File: src/rtl/arp_tx.sv
// ARP frame transmitter: turns a one-cycle request/reply command into a padded 60-byte frame on a 256-bit AXI4-Stream.
// Optional per-opcode frame counters are enabled by defining ARP_TX_STATS_EN.
module arp_tx #(
    parameter int          C_M_AXIS_DATA_WIDTH  = 256,
    parameter int          C_M_AXIS_TUSER_WIDTH = 128,
    parameter logic [7:0]  C_SRC_PORT           = 8'h00
) (
    input  logic                                axis_aclk,
    input  logic                                axis_resetn,
    input  logic [47:0]                         local_mac,
    input  logic [31:0]                         local_ip,
    input  logic                                cmd_valid,
    output logic                                cmd_ready,
    input  logic                                cmd_is_reply,
    input  logic [47:0]                         cmd_tha,
    input  logic [31:0]                         cmd_tpa,
    input  logic [7:0]                          cmd_dst_port,
    output logic [C_M_AXIS_DATA_WIDTH-1:0]      m_axis_tdata,
    output logic [C_M_AXIS_DATA_WIDTH/8-1:0]    m_axis_tkeep,
    output logic [C_M_AXIS_TUSER_WIDTH-1:0]     m_axis_tuser,
    output logic                                m_axis_tvalid,
    input  logic                                m_axis_tready,
    output logic                                m_axis_tlast
`ifdef ARP_TX_STATS_EN
    ,
    output logic [31:0]                         stat_req_cnt,
    output logic [31:0]                         stat_rep_cnt
`endif
);

    typedef enum logic [1:0] {IDLE, BEAT0, BEAT1} state_t;

    state_t      state_reg, state_next;
    logic        is_reply_reg;
    logic [47:0] tha_reg, mac_reg;
    logic [31:0] tpa_reg, ip_reg;
    logic [7:0]  dst_port_reg;

    logic [7:0]   frame_bytes [0:63];
    logic [511:0] frame_flat;
    logic [47:0]  dst_mac, tha_field;

    always_ff @(posedge axis_aclk or negedge axis_resetn) begin
        if (!axis_resetn) state_reg <= IDLE;
        else              state_reg <= state_next;
    end

    always_comb begin
        state_next = state_reg;
        case (state_reg)
            IDLE:    if (cmd_valid)     state_next = BEAT0;
            BEAT0:   if (m_axis_tready) state_next = BEAT1;
            BEAT1:   if (m_axis_tready) state_next = IDLE;
            default:                    state_next = IDLE;
        endcase
    end

    // Everything the frame needs is captured at accept so later input changes cannot leak in mid-frame.
    always_ff @(posedge axis_aclk or negedge axis_resetn) begin
        if (!axis_resetn) begin
            is_reply_reg <= 1'b0;
            tha_reg      <= '0;
            tpa_reg      <= '0;
            dst_port_reg <= '0;
            mac_reg      <= '0;
            ip_reg       <= '0;
        end else if (state_reg == IDLE && cmd_valid) begin
            is_reply_reg <= cmd_is_reply;
            tha_reg      <= cmd_tha;
            tpa_reg      <= cmd_tpa;
            dst_port_reg <= cmd_dst_port;
            mac_reg      <= local_mac;
            ip_reg       <= local_ip;
        end
    end

    assign dst_mac   = is_reply_reg ? tha_reg : 48'hFFFF_FFFF_FFFF;
    assign tha_field = is_reply_reg ? tha_reg : 48'h0;

    always_comb begin
        for (int k = 0; k < 64; k++) frame_bytes[k] = 8'h00;
        for (int k = 0; k < 6; k++) begin
            frame_bytes[k]      = dst_mac[47-8*k -: 8];
            frame_bytes[6+k]    = mac_reg[47-8*k -: 8];
            frame_bytes[22+k]   = mac_reg[47-8*k -: 8];
            frame_bytes[32+k]   = tha_field[47-8*k -: 8];
        end
        for (int k = 0; k < 4; k++) begin
            frame_bytes[28+k]   = ip_reg[31-8*k -: 8];
            frame_bytes[38+k]   = tpa_reg[31-8*k -: 8];
        end
        frame_bytes[12] = 8'h08;
        frame_bytes[13] = 8'h06;
        frame_bytes[15] = 8'h01;
        frame_bytes[16] = 8'h08;
        frame_bytes[18] = 8'h06;
        frame_bytes[19] = 8'h04;
        frame_bytes[21] = is_reply_reg ? 8'h02 : 8'h01;
    end

    // Frame byte i lands in lane i%32 of beat i/32.
    generate
        for (genvar gi = 0; gi < 64; gi++) begin : g_pack
            assign frame_flat[8*gi +: 8] = frame_bytes[gi];
        end
    endgenerate

    always_comb begin
        cmd_ready     = 1'b0;
        m_axis_tvalid = 1'b0;
        m_axis_tlast  = 1'b0;
        m_axis_tdata  = '0;
        m_axis_tkeep  = '0;
        m_axis_tuser  = '0;
        case (state_reg)
            IDLE: cmd_ready = 1'b1;
            BEAT0: begin
                m_axis_tvalid       = 1'b1;
                m_axis_tdata        = frame_flat[255:0];
                m_axis_tkeep        = '1;
                m_axis_tuser[31:0]  = {dst_port_reg, C_SRC_PORT, 16'd60};
            end
            BEAT1: begin
                m_axis_tvalid       = 1'b1;
                m_axis_tlast        = 1'b1;
                m_axis_tdata        = frame_flat[511:256];
                m_axis_tkeep        = 32'h0FFF_FFFF;
                m_axis_tuser[31:0]  = {dst_port_reg, C_SRC_PORT, 16'd60};
            end
            default: cmd_ready = 1'b0;
        endcase
    end

`ifdef ARP_TX_STATS_EN
    always_ff @(posedge axis_aclk or negedge axis_resetn) begin
        if (!axis_resetn) begin
            stat_req_cnt <= '0;
            stat_rep_cnt <= '0;
        end else if (state_reg == BEAT1 && m_axis_tready) begin
            if (is_reply_reg) stat_rep_cnt <= stat_rep_cnt + 32'd1;
            else              stat_req_cnt <= stat_req_cnt + 32'd1;
        end
    end
`endif

endmodule

File: config.mk
export PLATFORM = sky130hd
export DESIGN_NAME = arp_tx
export DESIGN_NICKNAME = d
export VERILOG_FILES = /design/src/rtl/arp_tx.sv
export SDC_FILE = /design/constraint.sdc
export NUM_CORES = 1
export LEC_CHECK = 0
export CAP_MARGIN = 0
export CORE_AREA = 2 2 231 233
export DETAILED_ROUTE_END_ITERATION = 10
export DIE_AREA = 0 0 233 235
export PLACE_DENSITY = 0.59
export SLEW_MARGIN = 5
export SYNTH_ARGS = -nofsm -noshare
export SYNTH_HDL_FRONTEND = slang
export SYNTH_SLANG_ARGS = --single-unit
File: constraint.sdc
create_clock -name axis_aclk -period 2.2 [get_ports axis_aclk]
set_input_delay 0.33 -clock axis_aclk [delete_from_list [all_inputs] [get_ports axis_aclk]]
set_output_delay 0.33 -clock axis_aclk [all_outputs]
set_load 0.02 [all_outputs]
==> out/metrics.yaml, run 1 <==
outcome:
  outcome: "complete, but fails checks"
  failed_checks: "setup timing"
logic_synthesis:
  syn-mean-instance-area_um2: 11.28
  post_synth_main_area_contributors: "sky130_fd_sc_hd__dfrtp_1, sky130_fd_sc_hd__buf_4, sky130_fd_sc_hd__mux2_4"
  synthesis.area_mm2: 0.01030
  synth_seq_area_share: 0.4156
  synth.top_cells.by_count: "sky130_fd_sc_hd__buf_4, sky130_fd_sc_hd__dfrtp_1, sky130_fd_sc_hd__mux2_4"
  yosys_warnings: 0
  synth.distinct_cells: 22
  post-synth-top-area-cell: "sky130_fd_sc_hd__dfrtp_1"
  synth_cells: 913
  post-synth-top-count-cell: "sky130_fd_sc_hd__buf_4"
  synth_edf_count: 0
  synth_top_area_share: 0.4156
  ys_async_sr_fraction: 1.000
  yosys_register_bits: 171
  synth-main-ff-cell: "sky130_fd_sc_hd__dfrtp_1"
floorplan:
  placementRows: 84
  initial_core_util: 0.1971
  core_area_mm2: 0.05224
  die_width_um: 233
  die_h_um: 235
  floorplan.die_area_mm2: 0.05476
  ioPinCount: 592
route:
  postRouteAntennaNets: 0
  vias: 7728
  detail_route.vias_per_cell: 3.748
  number_of_violations_reported_at_the_end_of_detailed_routing_iteration_0: 158
  detail_route.drc_violations: 0
  wl_um: 36950
  post_drt_wl_per_cell_um: 17.92
  first_pass_iters: 4
timing:
  timing.final.hold_violations: 0
  timing.final.setup_violations: 208
  slew_headroom: 0.5212
  final.setup.worst_slack_ns: -0.2122
  timing.final.crit_share: 1.096
  max_freq_mhz: 414.6
  clock_tree_skew_after_final_layout_ns: 0.01594
  setup_repair_after_global_routing_missed_its_margin: "true"
  slew_violations: 0
  timing.final.crit_period_ns: 2.412
  tightest_slew_ns: 0.7182
final_layout:
  layout-area-overhead-vs-synth_pct: 67.68
  finish.net_count: 1536
  post_route_cells_drive_above_1_share: 0.5211
  instances_no_fill: 2062
  postLayoutCoreUtil: 0.3305
cts:
  tritoncts.num_buffers: 17
  cts-root-to-sink-buffers: 2
  htree_num_levels: 4
  tritoncts: "yes"
  clock_sinks: 171
  cts-root-buf: "sky130_fd_sc_hd__clkbuf_16"
  clk_transition_reported_paths_ns: 0.08
  worstSkewPairLatency_ns: 0.49
setup_path:
  timing.critical_path.from_type: "register"
  slowest_delay_ns: 0.40
  crit_family: "buffers and inverters"
  worst_ep_required_time_ns: 1.87
  critPathSlowestCell: "sky130_fd_sc_hd__dfrtp_1"
  cp_max_fo: 6
  timing.critical_path.arrival_ns: 2.08
  crit_type: "register to output pin"
  buffer_and_inverter_count_on_the_worst_path: 6
  path_common_cell: "sky130_fd_sc_hd__buf_12"
  critical_path.endpoint_type: "output pin"
  path_cells: "inv_2, ha_4, buf_12, buf_12, buf_12, buf_8, nor2b_1, buf_4"
placed_design:
  detailed_place_hpwl_um: 22390
  portBuffers: 405
  place.detailed.instances: 1938
  final_weighted_congestion_in_routability_driven_placement: 0.7640
power:
  post-layout-total-power_uw: 29670
  maximum_ir_drop_on_the_vdd_rail_mv: 0.9084
  power.leakage_uw: 0.008195
  cellPowerDensity_mw_per_mm2: 1719
global_route:
  global_route.overflow_total: 0
  number_of_global_route_vias_before_repair: 7761
  grt_pass1_wl_um: 50090
  grt_antenna_before_repair: 3
  pin_count_of_the_biggest_net_entering_global_routing: 65
  grtUsageTotal: 0.1253
flow_run:
  cap_viol_max_count: 0
worst_hold_path:
  hold_path.class: "input pin to asynchronous set/reset pin"
per-layer routing:
| layer | wire length (um) | GRT usage | share of wire | up-vias |
|---|---|---|---|---|
| met5 | 0 | 0 | 0 | - |
| met4 | 975 | 0.05771 | 0.026 | 0 |
| met3 | 2730 | 0.04163 | 0.074 | 39 |
| met2 | 18370 | 0.2038 | 0.50 | 367 |
| met1 | 14870 | 0.1485 | 0.40 | 3802 |
| li1 | - | - | - | 3520 |
path summary, 6_finish.rpt:
| kind | start | to | slack (ns) | depth (start not counted) |
|---|---|---|---|---|
| min in group axis_aclk | cmd_tha[3] | tha_reg[3] | 0.45 | 2 |
| worst min register to register | ip_reg[31] | ip_reg[31] | 0.50 | 1 |
| worst max register to register | state_reg[0] | mac_reg[12] | 0.52 | 5 |
| worst min-delay path | axis_resetn | tha_reg[13] | 0.34 | 2 |
| worst max-delay path | state_reg[0] | m_axis_tdata[73] | -0.21 | 8 |
| max in group asynchronous | axis_resetn | mac_reg[26] | 1.11 | 3 |
worst register-to-register path, stage by stage, from the launching register on:
cell	delay, ns
sky130_fd_sc_hd__dfrtp_1	0.40
sky130_fd_sc_hd__inv_2	0.11
sky130_fd_sc_hd__ha_4	0.20
sky130_fd_sc_hd__nand2_8	0.22
sky130_fd_sc_hd__buf_12	0.27
sky130_fd_sc_hd__mux2_4	0.35
kinds of logic (layout without fill, tap and decap cells):
| logic type | after synthesis | after routing | synth area share |
|---|---|---|---|
| buffers and inverters | 356 | 630 | 0.2314 |
| other | 1 | 188 | 0.0003642 |
| AO/OA/AOI/OAI | 87 | 87 | 0.05055 |
| AND/OR/NAND/NOR | 125 | 125 | 0.07595 |
| adder cells (fa/ha/maj) | 4 | 4 | 0.004861 |
| flip-flops | 171 | 171 | 0.4156 |
| multiplexers | 169 | 169 | 0.2213 |
layout make-up:
cell class	instances	area, um^2
fillers	5188	34970
repair buffers	546	6208
multi-input cells	571	5142
flip-flops and latches	171	4279
well taps	688	860.8
clock buffers	19	442.9
inverters	52	195.2
clock inverters	13	130.1
diodes	2	5.005
repair_timing:
item                                    CTS  global route
endpoints found under the setup margin  233           233
hold buffers                              1             0
gates resized for setup                 940           545
buffers inserted                         33            34
cloned                                   15            12
pin swaps                                 6            26
hold endpoints to repair                 40             0
placed cells by master, fill, tap and decap left out, types with 2 or more instances in the layout:
cell,n
sky130_fd_sc_hd__buf_6,193
sky130_fd_sc_hd__conb_1,186
sky130_fd_sc_hd__dfrtp_1,171
sky130_fd_sc_hd__clkdlybuf4s50_1,171
sky130_fd_sc_hd__mux2_4,100
sky130_fd_sc_hd__buf_4,100
sky130_fd_sc_hd__mux2_2,68
sky130_fd_sc_hd__and3_4,58
sky130_fd_sc_hd__inv_1,50
sky130_fd_sc_hd__buf_12,29
sky130_fd_sc_hd__clkbuf_16,26
sky130_fd_sc_hd__a21oi_2,23
sky130_fd_sc_hd__a22oi_2,23
sky130_fd_sc_hd__and3_1,22
sky130_fd_sc_hd__nor2b_1,19
sky130_fd_sc_hd__a21oi_1,17
sky130_fd_sc_hd__buf_16,14
sky130_fd_sc_hd__a21oi_4,13
sky130_fd_sc_hd__buf_8,12
sky130_fd_sc_hd__nor2b_4,11
sky130_fd_sc_hd__a22oi_1,9
sky130_fd_sc_hd__and2_4,7
sky130_fd_sc_hd__clkdlybuf4s15_2,7
sky130_fd_sc_hd__ha_4,3
sky130_fd_sc_hd__inv_8,3
sky130_fd_sc_hd__inv_6,3
sky130_fd_sc_hd__dlymetal6s2s_1,3
sky130_fd_sc_hd__buf_2,3
sky130_fd_sc_hd__diode_2,2
sky130_fd_sc_hd__nand2_8,2
sky130_fd_sc_hd__inv_2,2
sky130_fd_sc_hd__nor2b_2,2
sky130_fd_sc_hd__clkinv_4,2
sky130_fd_sc_hd__clkinv_8,2
sky130_fd_sc_hd__clkinvlp_4,2
sky130_fd_sc_hd__clkbuf_8,2
through the flow:
step	area [um^2]	setup TNS, ns	worst slack [ns]	hold WS [ns]
floorplan	11030	-0.01584	-0.0007918	0.03441
global placement	14360	-1.380	-0.07579	0.2969
detailed placement	14360	-2.897	-0.06818	0.3041
CTS	15580	-44.08	-0.3154	0.3024
global route	17260	-46.26	-0.3100	0.3297
finish	17260	-25.29	-0.2122	0.3367
report_power, final:
part / internal, uW / leakage [uW] / switching (uW)
clock network: 1520 / 0.000276 / 1540
registers: 4760 / 0.00201 / 1160
logic: 11300 / 0.00591 / 9330
total: 17600 / 0.00819 / 12000
Note: power is estimated with default switching activity, not from simulation.
==> run 2: changes to the inputs <==
- CORE_AREA: 2 2 231 233 -> 5 5 228 230
- CTS_CLUSTER_DIAMETER: not set -> 40
- PLACE_DENSITY: 0.59 -> 0.61
==> run 2 against run 1 <==
- the run still ends with setup timing left
- final area is 3.3% lower
- sequential power is 0.7% lower
- global-route usage is 0.41 points lower
- power is 0.33% higher
- flip-flop and latch count stayed put
- non-clock buffer count is 17 lower
- wire length is 10% higher
- die area stayed put
- critical path depth stayed put
- critical endpoint is now m_axis_tdata[2]
==> out/metrics.yaml, run 2 (synthesis gave the netlist of run 1 again) <==
placed_design:
  detailed_place_hpwl_um: 23970  # was 22390 um
  final_weighted_congestion_in_routability_driven_placement: 0.8327  # was 0.7640
  portBuffers: 405  # unchanged
route:
  vias: 7856  # was 7728
  detail_route.drc_violations: 0  # unchanged
  detail_route.vias_per_cell: 3.872  # was 3.748
  first_pass_iters: 4  # unchanged
  post_drt_wl_per_cell_um: 20.07  # was 17.92 um
  postRouteAntennaNets: 0  # unchanged
  met2_length_um: 19260  # was 18370 um
  met3RoutedLength_um: 3931  # was 2730 um
  number_of_violations_reported_at_the_end_of_detailed_routing_iteration_0: 272  # was 158
  top_layer: "met5"  # was met4
  wl_um: 40720  # was 36950 um
  met1_wire_length_um: 16260  # was 14870 um
cts:
  clk_transition_reported_paths_ns: 0.07  # was 0.08 ns
  htree_num_levels: 4  # unchanged
  tritoncts: "yes"  # unchanged
  cts-root-to-sink-buffers: 2  # unchanged
  worstSkewPairLatency_ns: 0.48  # was 0.49 ns
  cts-root-buf: "sky130_fd_sc_hd__clkbuf_16"  # unchanged
  clock_sinks: 171  # unchanged
  tritoncts.num_buffers: 17  # unchanged
global_route:
  grtUsageTotal: 0.1212  # was 0.1253
  global_route.overflow_total: 0  # unchanged
  pin_count_of_the_biggest_net_entering_global_routing: 52  # was 65
  grt_antenna_before_repair: 8  # was 3
  grt_pass1_wl_um: 50030  # was 50090 um
  number_of_global_route_vias_before_repair: 7885  # was 7761
timing:
  final.setup.worst_slack_ns: -0.2454  # was -0.2122 ns
  max_freq_mhz: 408.9  # was 414.6 MHz
  final.hold.worst_slack_ns: 0.3420  # was 0.3367 ns
  setup_repair_after_global_routing_missed_its_margin: "true"  # unchanged
  timing.final.setup_violations: 197  # was 208
  finalSetupTns_ns: -25.11  # was -25.29 ns
  slew_violations: 0  # unchanged
  timing.final.crit_period_ns: 2.445  # was 2.412 ns
  timing.final.crit_share: 1.112  # was 1.096
  timing.final.hold_violations: 0  # unchanged
  clock_tree_skew_after_final_layout_ns: 0.01127  # was 0.01594 ns
final_layout:
  n_fill_cell: 4926  # was 5188
  mostFrequentLayoutCell: "sky130_fd_sc_hd__conb_1"  # was sky130_fd_sc_hd__buf_6
  finish.net_count: 1519  # was 1536
  layout-area-overhead-vs-synth_pct: 62.11  # was 67.68%
  post_route_cells_drive_above_1_share: 0.4952  # was 0.5211
  commonest_non_fill_non_tap_cells_in_the_layout: "sky130_fd_sc_hd__conb_1, sky130_fd_sc_hd__dfrtp_1, sky130_fd_sc_hd__clkdlybuf4s50_1"  # was sky130_fd_sc_hd__buf_6, sky130_fd_sc_hd__conb_1, sky130_fd_sc_hd__dfrtp_1, sky130_fd_sc_hd__clkdlybuf4s50_1
outcome:
  failed_checks: "setup timing"  # unchanged
  outcome: "complete, but fails checks"  # unchanged
setup_path:
  crit_type: "register to output pin"  # unchanged
  timing.critical_path.arrival_ns: 2.12  # was 2.08 ns
  critical_path.endpoint_type: "output pin"  # unchanged
  timing.critical_path.from_type: "register"  # unchanged
  worst_ep_required_time_ns: 1.87  # about the same
  cp_max_fo: 8  # was 6
worst_hold_path:
  hold_path.class: "input pin to asynchronous set/reset pin"  # unchanged
floorplan:
  placementRows: 82  # was 84
  die_h_um: 235  # unchanged
  initial_core_util: 0.2073  # was 0.1971
  floorplan.die_area_mm2: 0.05476  # unchanged
  ioPinCount: 592  # unchanged
  core_area_mm2: 0.04966  # was 0.05224 mm^2
  die_width_um: 233  # unchanged
flow_run:
  cap_viol_max_count: 0  # unchanged
power:
  maximum_ir_drop_on_the_vdd_rail_mv: 0.8689  # was 0.9084 mV
  cellPowerDensity_mw_per_mm2: 1783  # was 1719 mW/mm^2
  power.leakage_uw: 0.008154  # was 0.008195 uW
## run 2: per-layer routing
metal  up-vias  global-route usage
met5         -                   0
met4         4             0.05084
met3        68             0.05131
met2       421              0.2005
met1      3871              0.1371
li1       3492                   -
## run 2: timing repair
action | CTS | global route
endpoints found under the hold margin | 35 | 0
setup buffers | 4 | 47
hold buffers | 1 | 0
resized for setup | 585 | 783
cloned | 6 | 30
pin swaps | 3 | 16
setup endpoints to repair | 233 | 233
## run 2: worst paths after layout
check / start / endpoint / slack [ns] / cells after the start
setup / recovery: state_reg[1] / m_axis_tdata[2] / -0.25 / 8
hold / removal: axis_resetn / tpa_reg[31] / 0.34 / 2
setup reg to reg: state_reg[1] / mac_reg[12] / 0.53 / 5
hold reg to reg: ip_reg[8] / ip_reg[8] / 0.50 / 1
max in group asynchronous: axis_resetn / mac_reg[38] / 1.19 / 3
min in group axis_aclk: cmd_tpa[5] / tpa_reg[5] / 0.45 / 2
## run 2: cell type report
type	count	area [um^2]	area share
Inverter	52	195.2	0.01169
Timing Repair Buffer	529	5841	0.3499
Tap cell	672	840.8	0.05037
Sequential cell	171	4279	0.2564
Clock inverter	12	126.4	0.007571
Clock buffer	20	466.7	0.02796
Multi-Input combinational cell	571	4937	0.2958
Antenna cell	2	5.005	0.0002999
## run 2: worst max-delay path, cell delays in order, from the launching register on
cell	delay, ns
sky130_fd_sc_hd__dfrtp_1	0.40
sky130_fd_sc_hd__inv_2	0.12
sky130_fd_sc_hd__ha_4	0.22
sky130_fd_sc_hd__a21o_1	0.17
sky130_fd_sc_hd__nand2_4	0.12
sky130_fd_sc_hd__buf_8	0.16
sky130_fd_sc_hd__buf_4	0.14
sky130_fd_sc_hd__a21oi_1	0.13
sky130_fd_sc_hd__buf_4	0.16
## run 2: per-stage QoR
| step | utilization | instances | setup WS [ns] | area (um^2) | total power [uW] |
|---|---|---|---|---|---|
| 2_1_floorplan | - | 1098 | -0.0007918 | 11030 | 14860 |
| 3_3_place_gp | 0.2855 | 1907 | -0.1358 | 14180 | 19570 |
| 3_5_place_dp | 0.2855 | 1907 | -0.2089 | 14180 | 19700 |
| 4_1_cts | 0.2977 | 1950 | -0.3342 | 14780 | 23070 |
| 5_1_grt | 0.3361 | 2028 | -0.3465 | 16690 | 31310 |
| 6_report | 0.3361 | 2029 | -0.2454 | 16690 | 29770 |
## run 2: where the power goes
part           leakage (uW)  total, uW  internal (uW)  switching [uW]
registers           0.00201       5890           4770            1120
clock network      0.000292       3150           1680            1470
logic               0.00585      20700          11100            9630
total               0.00815      29800          17600           12200
